$ cat src/rtl/dsp_mac_sequencer.sv
// rtl/dsp_mac_sequencer.sv - command/operand sequencer driving a DSP48A1 slice through a sum-of-products
module dsp_mac_sequencer #(
    parameter int MAC_LAT = 3,
    parameter int OPM_DLY = 1,
    parameter int LEN_W   = 16
) (
    input  logic             CLK,
    input  logic             RST_N,
    input  logic             cmd_valid,
    output logic             cmd_ready,
    input  logic [LEN_W-1:0] cmd_len,
    input  logic             op_valid,
    output logic             op_ready,
    input  logic [17:0]      op_a,
    input  logic [17:0]      op_b,
    output logic             res_valid,
    input  logic             res_ready,
    output logic [47:0]      res_p,
    output logic             res_cout,
    output logic             busy,
    output logic [17:0]      DSP_A,
    output logic [17:0]      DSP_B,
    output logic [7:0]       DSP_OPMODE,
    output logic             DSP_CE,
    output logic             DSP_RST,
    input  logic [47:0]      DSP_P,
    input  logic             DSP_CARRYOUT
);

    // Only OPMODE[3:0] (Z and X muxes) is ever non-zero, so the tag line carries 4 bits.
    localparam logic [3:0] TAG_FIRST = 4'h1;
    localparam logic [3:0] TAG_ACC   = 4'h9;
    localparam logic [3:0] TAG_HOLD  = 4'h8;
    localparam int         DW        = (MAC_LAT > 1) ? $clog2(MAC_LAT) : 1;

    typedef enum logic [2:0] {
        S_IDLE,
        S_CLR,
        S_RUN,
        S_DRAIN,
        S_CAPT,
        S_DONE
    } state_t;

    state_t           state;
    state_t           state_nxt;
    logic [LEN_W-1:0] rem_cnt;
    logic [DW-1:0]    drain_cnt;
    logic             first_op;
    logic             live;
    logic             accept;
    logic [3:0]       cur_tag;
    logic [3:0]       tag_out;

    always_ff @(posedge CLK or negedge RST_N) begin
        if (!RST_N) begin
            state <= S_IDLE;
        end else begin
            state <= state_nxt;
        end
    end

    always_comb begin
        state_nxt = state;
        case (state)
            S_IDLE:  if (cmd_valid && live) state_nxt = S_CLR;
            S_CLR:   state_nxt = (rem_cnt != '0) ? S_RUN : S_CAPT;
            S_RUN:   if (accept && rem_cnt == LEN_W'(1)) state_nxt = S_DRAIN;
            S_DRAIN: if (drain_cnt == '0) state_nxt = S_CAPT;
            S_CAPT:  state_nxt = S_DONE;
            S_DONE:  if (res_ready) state_nxt = S_IDLE;
            default: state_nxt = S_IDLE;
        endcase
    end

    always_comb begin
        cmd_ready = 1'b0;
        op_ready  = 1'b0;
        res_valid = 1'b0;
        busy      = 1'b1;
        DSP_CE    = 1'b0;
        DSP_RST   = 1'b0;
        cur_tag   = TAG_HOLD;
        case (state)
            S_IDLE: begin
                cmd_ready = live;
                busy      = 1'b0;
                DSP_RST   = 1'b1;
            end
            S_CLR: DSP_RST = 1'b1;
            S_RUN: begin
                op_ready = (rem_cnt != '0);
                DSP_CE   = op_valid && (rem_cnt != '0);
                if (DSP_CE) cur_tag = first_op ? TAG_FIRST : TAG_ACC;
            end
            S_DRAIN: DSP_CE    = 1'b1;
            S_DONE:  res_valid = 1'b1;
            default: busy      = 1'b1;
        endcase
    end

    assign accept = op_valid && op_ready;
    assign DSP_A  = accept ? op_a : 18'h0;
    assign DSP_B  = accept ? op_b : 18'h0;

    // live keeps cmd_ready low while reset is held and for the first edge after release.
    always_ff @(posedge CLK or negedge RST_N) begin
        if (!RST_N) begin
            live      <= 1'b0;
            rem_cnt   <= '0;
            drain_cnt <= '0;
            first_op  <= 1'b0;
            res_p     <= 48'h0;
            res_cout  <= 1'b0;
        end else begin
            live <= 1'b1;
            if (state == S_IDLE && cmd_valid && live) begin
                rem_cnt <= cmd_len;
            end else if (accept) begin
                rem_cnt <= rem_cnt - LEN_W'(1);
            end
            if (state == S_CLR) begin
                first_op <= 1'b1;
            end else if (accept) begin
                first_op <= 1'b0;
            end
            if (state == S_DRAIN) begin
                drain_cnt <= drain_cnt - DW'(1);
            end else begin
                drain_cnt <= DW'(MAC_LAT - 1);
            end
            if (state == S_CAPT) begin
                res_p    <= DSP_P;
                res_cout <= DSP_CARRYOUT;
            end
        end
    end

    // Tag line advances with the slice clock enable so opcodes stay aligned with their products.
    generate
        if (OPM_DLY == 0) begin : g_tag_direct
            assign tag_out = cur_tag;
        end else begin : g_tag_line
            logic [3:0] tag_sr [OPM_DLY];
            always_ff @(posedge CLK or negedge RST_N) begin
                if (!RST_N) begin
                    for (int i = 0; i < OPM_DLY; i++) tag_sr[i] <= TAG_HOLD;
                end else if (DSP_RST) begin
                    for (int i = 0; i < OPM_DLY; i++) tag_sr[i] <= TAG_HOLD;
                end else if (DSP_CE) begin
                    tag_sr[0] <= cur_tag;
                    for (int i = 1; i < OPM_DLY; i++) tag_sr[i] <= tag_sr[i-1];
                end
            end
            assign tag_out = tag_sr[OPM_DLY-1];
        end
    endgenerate

    // The OPMODE register is being cleared while DSP_RST is high, so drive 0 there.
    assign DSP_OPMODE = DSP_RST ? 8'h00 : {4'b0000, tag_out};

endmodule

$ cat config.mk
export PLATFORM = sky130hd
export DESIGN_NAME = dsp_mac_sequencer
export DESIGN_NICKNAME = d
export VERILOG_FILES = /design/src/rtl/dsp_mac_sequencer.sv
export SDC_FILE = /design/constraint.sdc
export NUM_CORES = 1
export LEC_CHECK = 0
export ABC_AREA = 1
export CORE_ASPECT_RATIO = 0.6
export CORE_UTILIZATION = 55
export DETAILED_ROUTE_END_ITERATION = 12
export DONT_BUFFER_PORTS = 1
export GPL_TIMING_DRIVEN = 0
export PLACE_DENSITY = 0.72
export SYNTH_ARGS = -nofsm -noshare
export SYNTH_HDL_FRONTEND = slang
export SYNTH_SLANG_ARGS = --single-unit
$ cat constraint.sdc
create_clock -name CLK -period 5.5 [get_ports CLK]
set_input_delay 1.1 -clock CLK [delete_from_list [all_inputs] [get_ports CLK]]
set_output_delay 1.1 -clock CLK [all_outputs]
set_load 0.05 [all_outputs]
==> flow_metrics.tcl, run 1 <==
set metrics [dict create \
    status "completed" \
    max_stage_delay_ns 0.88 \
    rsz0062_at_grt "false" \
    cts.sink_count 74 \
    hp-class "reg2reg" \
    cts_hold_buffers 0 \
    path_common_cell "nand2_1" \
    ir_drop_mv 0.460 \
    place.gp.congestion 0.910 \
    dp_hpwl_um 6800 \
    cp_cell_sequence "buf_2 > nor2_4 > nand2_1 > nand2_1 > nor2_1" \
    post_dp_cell_area_mm2 0.00396 \
    cts_setup_buffers 0 \
    ctsHtreeMaxLevel 3 \
    grt_max_degree 75 \
    ys_warn_count 0 \
    tns_ns 0 \
    power_density_mw_per_mm2 823 \
    ys_top_cells_by_area "dfrtp_1 48%, mux2_2 14%, nand2_1 9.1%" \
    vias 2861 \
    rows 23 \
    critPathTopFamily "simple AND/OR/NAND/NOR gates" \
    cp.arrival_ns 2.72 \
    clkTransAtPathRegs_ns 0.06 \
    worst-path-stages 5 \
    synth_top_cell_area_share_pct 47.7 \
    slew_headroom_pct 27.8 \
    worstMarginPinSlew_ns 1.09 \
    max_freq_ghz 0.262 \
    antenna_cells 0 \
    p_leak_nw 2.20 \
    syn_area_mm2 0.00383 \
    setup_viol 0 \
    grt_pass1_vias 2614 \
    start_kind "register" \
    grt_pass1_wl_um 12900 \
    ys_ff_latch 74 \
    cts_tree "yes" \
    initial_core_util_pct 57.1 \
    avgSynthCellArea_um2 8.82 \
    drt-pass1-iter-count 4 \
    maxCapViolCount 0 \
    drt_iter0_markers 152 \
    area_growth_pct 11.8 \
    slew_viol_final 0 \
    antenna_found_initial 0 \
    p_switching_w 0.00193 \
    nets 559 \
    cp_slowest_cell "nor2_1" \
    cts_inserted_buffers 9 \
    synthCells 434 \
    wl_per_cell_um 16.5 \
    stdcell_area_mm2 0.00428 \
    utilization_pct 63.9 \
    grtUsageTotal_pct 24.2 \
    layout_common_cells "93 x nand2_1, 73 x dfrtp_1, 63 x nor2_1" \
    port_buffers 0 \
    p_int_w 0.00160 \
    sw_frac_of_total_pct 54.6 \
    drive_above_1_share_pct 22.4 \
    die_y_um 66.6 \
    power.share.clock_pct 18.0 \
    vias_per_cell 5.28 \
    overflow 0 \
    synth_cell_types 31 \
    critPathCaptureType "output port" \
    crit_required_ns 4.40 \
    final_common_cell "nand2_1" \
    ant_nets 0 \
    finClkSkew_ns 0.00774 \
    cts_root_buf "clkbuf_16" \
    io_pins 205 \
    worst-path-buf-inv 1 \
    combPwrFrac_pct 34.4 \
    die_w_um 110 \
    cts_resized 0 \
    core_area_mm2 0.00671 \
    clkLatencyLatePin_ns 0.33 \
    post-route-drc-count 0 \
    synth_top_area_cell "dfrtp_1" \
    criticalPathCategory "reg2out" \
    clk_path_buf_depth 2 \
    dieArea_mm2 0.00731 \
    p_seq_share_pct 47.5 \
    path_max_fanout 8 \
    finalCritPeriodShare_pct 69.4 \
    wirelength_um 8920 \
    hold_depth 1 \
    hold_viol 0 \
    fin_crit_ns 3.82 \
    yosysSeqAreaShare_pct 48.4 \
    rr_worst_depth 7 \
]
[cell type report]
| type | instances | area (µm²) |
|---|---|---|
| multi-input cells | 283 | 1630 |
| flip-flops and latches | 74 | 1850 |
| plain buffers | 20 | 133 |
| inverters | 62 | 233 |
| clock buffers | 9 | 225 |
| fillers | 570 | 2420 |
| clock inverters | 7 | 100 |
| well taps | 87 | 109 |
[worst reg2reg max path, stage by stage, from the launching register on]
cell and delay [ns]:
dfrtp_1 0.32, buf_2 0.20, nor2_4 0.05, nand2_1 0.41, nand2_1 0.53, nor2_1 0.88
nand2_1 0.10, nand2_1 0.11
[final timing paths]
path                                         from                               end  slack, ns
max                          state[0]$_DFFE_PN0P_                     DSP_OPMODE[0]       1.68
min                        drain_cnt[0]$_DFF_PN0_            drain_cnt[0]$_DFF_PN0_       0.43
max reg2reg                  state[0]$_DFFE_PN0P_  g_tag_line.tag_sr[0]$_DFFE_PN0P_       2.84
min reg2reg                drain_cnt[0]$_DFF_PN0_            drain_cnt[0]$_DFF_PN0_       0.43
max in group asynchronous                   RST_N  g_tag_line.tag_sr[3]$_DFFE_PN1P_       4.85
min in group asynchronous                   RST_N            rem_cnt[4]$_DFFE_PN0P_       0.46
[layer usage]
| metal | part of all wire [%] | GRT usage [%] | up-vias | routed length [µm] |
|---|---|---|---|---|
| met5 | 0 | 0 | - | 0 |
| met1 | 42 | 30.8 | 1369 | 3710 |
| met3 | 8.6 | 6.95 | 6 | 769 |
| met4 | 0.53 | 8.00 | 0 | 47 |
| met2 | 49 | 39.9 | 126 | 4400 |
| li1 | - | - | 1360 | - |
[flip-flops by register name, indices dropped and copies added, names as in the netlist]
register           count
res_cout               1
res_p                 48
live                   1
rem_cnt               16
drain_cnt              2
g_tag_line.tag_sr      2
first_op               1
state                  3
[power by group through the flow]
stage | sequential [W] | clock, W | combinational [W]
final | 0.00168 | 0.000636 | 0.00121
after global routing | 0.00171 | 0.000667 | 0.00133
after CTS | 0.00167 | 0.000645 | 0.00122
after detailed placement | 0.00168 | 0 | 0.00121
after global placement | 0.00167 | 0 | 0.00118
after floorplan | 0.00162 | 0 | 0.00106
[synthesized netlist by cell type, drive strengths merged]
cell type  instances
o21ai             11
nand2             97
inv               62
mux2              49
dfrtp             73
dfstp              1
xor2               3
nor3               1
buf               20
nor2              69
ha                 3
nand4              3
o211ai             1
o21bai             1
a21oi              3
xnor2              3
and2               1
conb               2
nand3             27
or2                3
o21a               1
[cell families (layout without fill, tap and decap cells)]
| group | after synthesis | in the layout | synth area share (%) |
|---|---|---|---|
| AO/OA/AOI/OAI | 17 | 17 | 2.42 |
| XOR/XNOR | 6 | 6 | 1.37 |
| adder cells (fa/ha/maj) | 3 | 3 | 0.980 |
| buffers and inverters | 82 | 98 | 9.54 |
| flip-flops | 74 | 74 | 48.4 |
| multiplexers | 49 | 49 | 14.4 |
| other | 2 | 7 | 0.196 |
| AND/OR/NAND/NOR | 201 | 201 | 22.7 |
[per-stage QoR]
stage | power [W] | hold WS [ns] | setup WS (ns) | std cells
3_5_place_dp | 0.00290 | 0.417 | 2.01 | 526
5_1_grt | 0.00371 | 0.438 | 1.55 | 542
2_1_floorplan | 0.00268 | 0.403 | 2.20 | 439
4_1_cts | 0.00354 | 0.431 | 1.65 | 542
3_3_place_gp | 0.00285 | 0.416 | 2.03 | 526
6_report | 0.00352 | 0.427 | 1.68 | 542
Note: power is estimated with default switching activity, not from simulation.
==> run 2: changes to the inputs <==
==> constraint.sdc (replaced) <==
create_clock -name CLK -period 3.58 [get_ports CLK]
set_input_delay 0.716 -clock CLK [delete_from_list [all_inputs] [get_ports CLK]]
set_output_delay 0.716 -clock CLK [all_outputs]
set_load 0.05 [all_outputs]
==> results of run 2 <==
Same layout as run 1 (identical final DEF). Status: completed.
Among the figures that moved: setup slack after placement 2.01 ns -> 0.469 ns; setup slack after layout 1.68 ns -> 0.148 ns; hold slack 0.427 ns -> 0.0803 ns; register-to-register setup slack 2.84 ns -> 0.92 ns; total power 0.00352 W -> 0.00541 W; worst IR drop on VDD 0.460 mV -> 0.707 mV
==> run 3: changes to the inputs <==
==> constraint.sdc (replaced) <==
create_clock -name CLK -period 3.2 [get_ports CLK]
set_input_delay 0.64 -clock CLK [delete_from_list [all_inputs] [get_ports CLK]]
set_output_delay 0.64 -clock CLK [all_outputs]
set_load 0.05 [all_outputs]
==> flow_metrics.tcl, run 3 (synthesized netlist as in run 1, its figures left out) <==
set metrics [dict create \
    status "completed" \
    grt-busiest-layer "met2" \
    place.gp.congestion 0.910 \
    worst-path-buf-inv 2 \
    core_area_mm2 0.00671 \
    grt_pass1_wl_um 13100 \
    cts_inserted_buffers 9 \
    cp_cell_sequence "inv_1 > ha_1 > nand2_2 > nor2_4 > nand2_2 > nand3_4 > buf_2 > nor2_1" \
    cts_root_buf "clkbuf_16" \
    grt_pass1_vias 2634 \
    r2r_start "state[0]$_DFFE_PN0P_" \
    dp_hpwl_um 6800 \
    postLayoutSetupSlackWorst_ns 0.0478 \
    worst-path-stages 8 \
    criticalPathCategory "reg2out" \
    initial_core_util_pct 57.1 \
    die_w_um 110 \
    drive_above_1_share_pct 27.4 \
    overflow 0 \
    wl_per_cell_um 16.6 \
    grtUsageMet1_pct 31.6 \
    use_met3_pct 6.95 \
    drt-pass1-iter-count 4 \
    antenna_cells 0 \
    finalCritPeriodShare_pct 98.5 \
    regToRegSetupSlack_ns 0.61 \
    path_common_cell "nand2_2" \
    clk_path_buf_depth 2 \
    ctsHtreeMaxLevel 3 \
    fin_crit_ns 3.15 \
    die_y_um 66.6 \
    max_stage_delay_ns 0.70 \
    vias 2907 \
    clkTransAtPathRegs_ns 0.06 \
    power_density_mw_per_mm2 1400 \
    critPathTopFamily "simple AND/OR/NAND/NOR gates" \
    finClkSkew_ns 0.00724 \
    hold_viol 0 \
    cp_slowest_cell "nor2_1" \
    grtUsageTotal_pct 24.7 \
    crit_required_ns 2.56 \
    rows 23 \
    largest-register "res_p" \
    worstMarginPinSlew_ns 1.08 \
    slew_viol_final 0 \
    crit_path_end "DSP_A[7]" \
    start_kind "register" \
    grt.met2_usage_pct 40.6 \
    cts.sink_count 74 \
    layout_common_cells "93 x nand2_1, 73 x dfrtp_1, 60 x inv_1" \
    cts_setup_buffers 0 \
    maxCapViolCount 0 \
    dp_slack_ns 0.165 \
    hp-class "in2async" \
    slew_headroom_pct 28.2 \
    rr_worst_depth 11 \
    antenna_found_initial 0 \
    nets 561 \
    grt_max_degree 68 \
    rsz0062_at_grt "true" \
    critPathCaptureType "output port" \
    setup_viol 0 \
    wirelength_um 9040 \
    r2r_end "rem_cnt[14]$_DFFE_PN0P_" \
    whs_ns 0.153 \
    cp.arrival_ns 2.51 \
    critPathLaunch "rem_cnt[0]$_DFFE_PN0P_" \
    path_max_fanout 10 \
    ant_nets 0 \
    post-route-drc-count 0 \
    reg_top3 "res_p: 48 flops, rem_cnt: 16 flops, state: 3 flops" \
    max_freq_ghz 0.317 \
    largest_reg_flops 48 \
    io_pins 205 \
    num-fill-cells 577 \
    dieArea_mm2 0.00731 \
    vias_per_cell 5.34 \
    clkLatencyLatePin_ns 0.33 \
    port_buffers 0 \
    final_common_cell "nand2_1" \
    drt_iter0_markers 160 \
    cts_tree "yes" \
    p_leak_nw 2.22 \
    ir_drop_mv 0.790 \
    tns_ns 0 \
    area_growth_pct 14.2 \
]
[run 3: per-stage QoR]
| stage | power [W] | area, µm² | util [%] | instances |
|---|---|---|---|---|
| 4_1_cts | 0.00611 | 4330 | 64.5 | 544 |
| 6_report | 0.00612 | 4380 | 65.3 | 544 |
| 2_1_floorplan | 0.00460 | 3850 | - | 439 |
| 3_3_place_gp | 0.00491 | 3960 | 59.0 | 526 |
| 5_1_grt | 0.00643 | 4380 | 65.3 | 544 |
| 3_5_place_dp | 0.00498 | 3960 | 59.0 | 526 |
[run 3: metal layers]
layer | up-vias | part of all wire [%]
met1 | 1395 | 41
met3 | 10 | 8.7
li1 | 1369 | -
met2 | 133 | 50
met4 | 0 | 1.1
met5 | - | 0
[run 3: power by group]
part	total (W)	internal, W	switching, W
combinational	0.00214	0.000698	0.00145
sequential	0.00288	0.00138	0.00150
clock	0.00109	0.000689	0.000404
total	0.00612	0.00276	0.00336
[run 3: worst min-delay path by stage]
stage               start  cells past startpoint  slack [ns]                               end
finish              RST_N                      0        0.15  g_tag_line.tag_sr[3]$_DFFE_PN1P_
global route        RST_N                      0        0.14  g_tag_line.tag_sr[3]$_DFFE_PN1P_
CTS                 RST_N                      0        0.14  g_tag_line.tag_sr[3]$_DFFE_PN1P_
detailed placement  RST_N                      0        0.35             res_p[16]$_DFFE_PN0P_
global placement    RST_N                      0        0.35             res_p[16]$_DFFE_PN0P_
floorplan           RST_N                      0        0.34            drain_cnt[0]$_DFF_PN0_
[run 3: repair_timing]
item	CTS	global route
hold buffers	2	0
resized for setup	2	20
endpoints found under the setup margin	2	38
hold endpoints to repair	67	0
[run 3: final cells by class]
class                   instances  area (µm²)  share of cell area (%)
well taps                      87         109                    2.49
clock inverters                 7         100                    2.29
plain buffers                  20         133                    3.03
clock buffers                   9         225                    5.15
repair buffers                  2        37.5                   0.858
multi-input cells             283        1690                    38.5
inverters                      62         233                    5.32
flip-flops and latches         74        1850                    42.4
[run 3: worst register-to-register path, cell delays in order (launching register included)]
cell and delay (ns):
dfrtp_1 0.36, buf_2 0.17, nor2_4 0.11, nand2_1 0.35, nor2_2 0.64, nand2_2 0.28, inv_2 0.19, buf_4 0.20
nand2_1 0.08, nand2_1 0.07, nand2_1 0.05, nand2_1 0.05
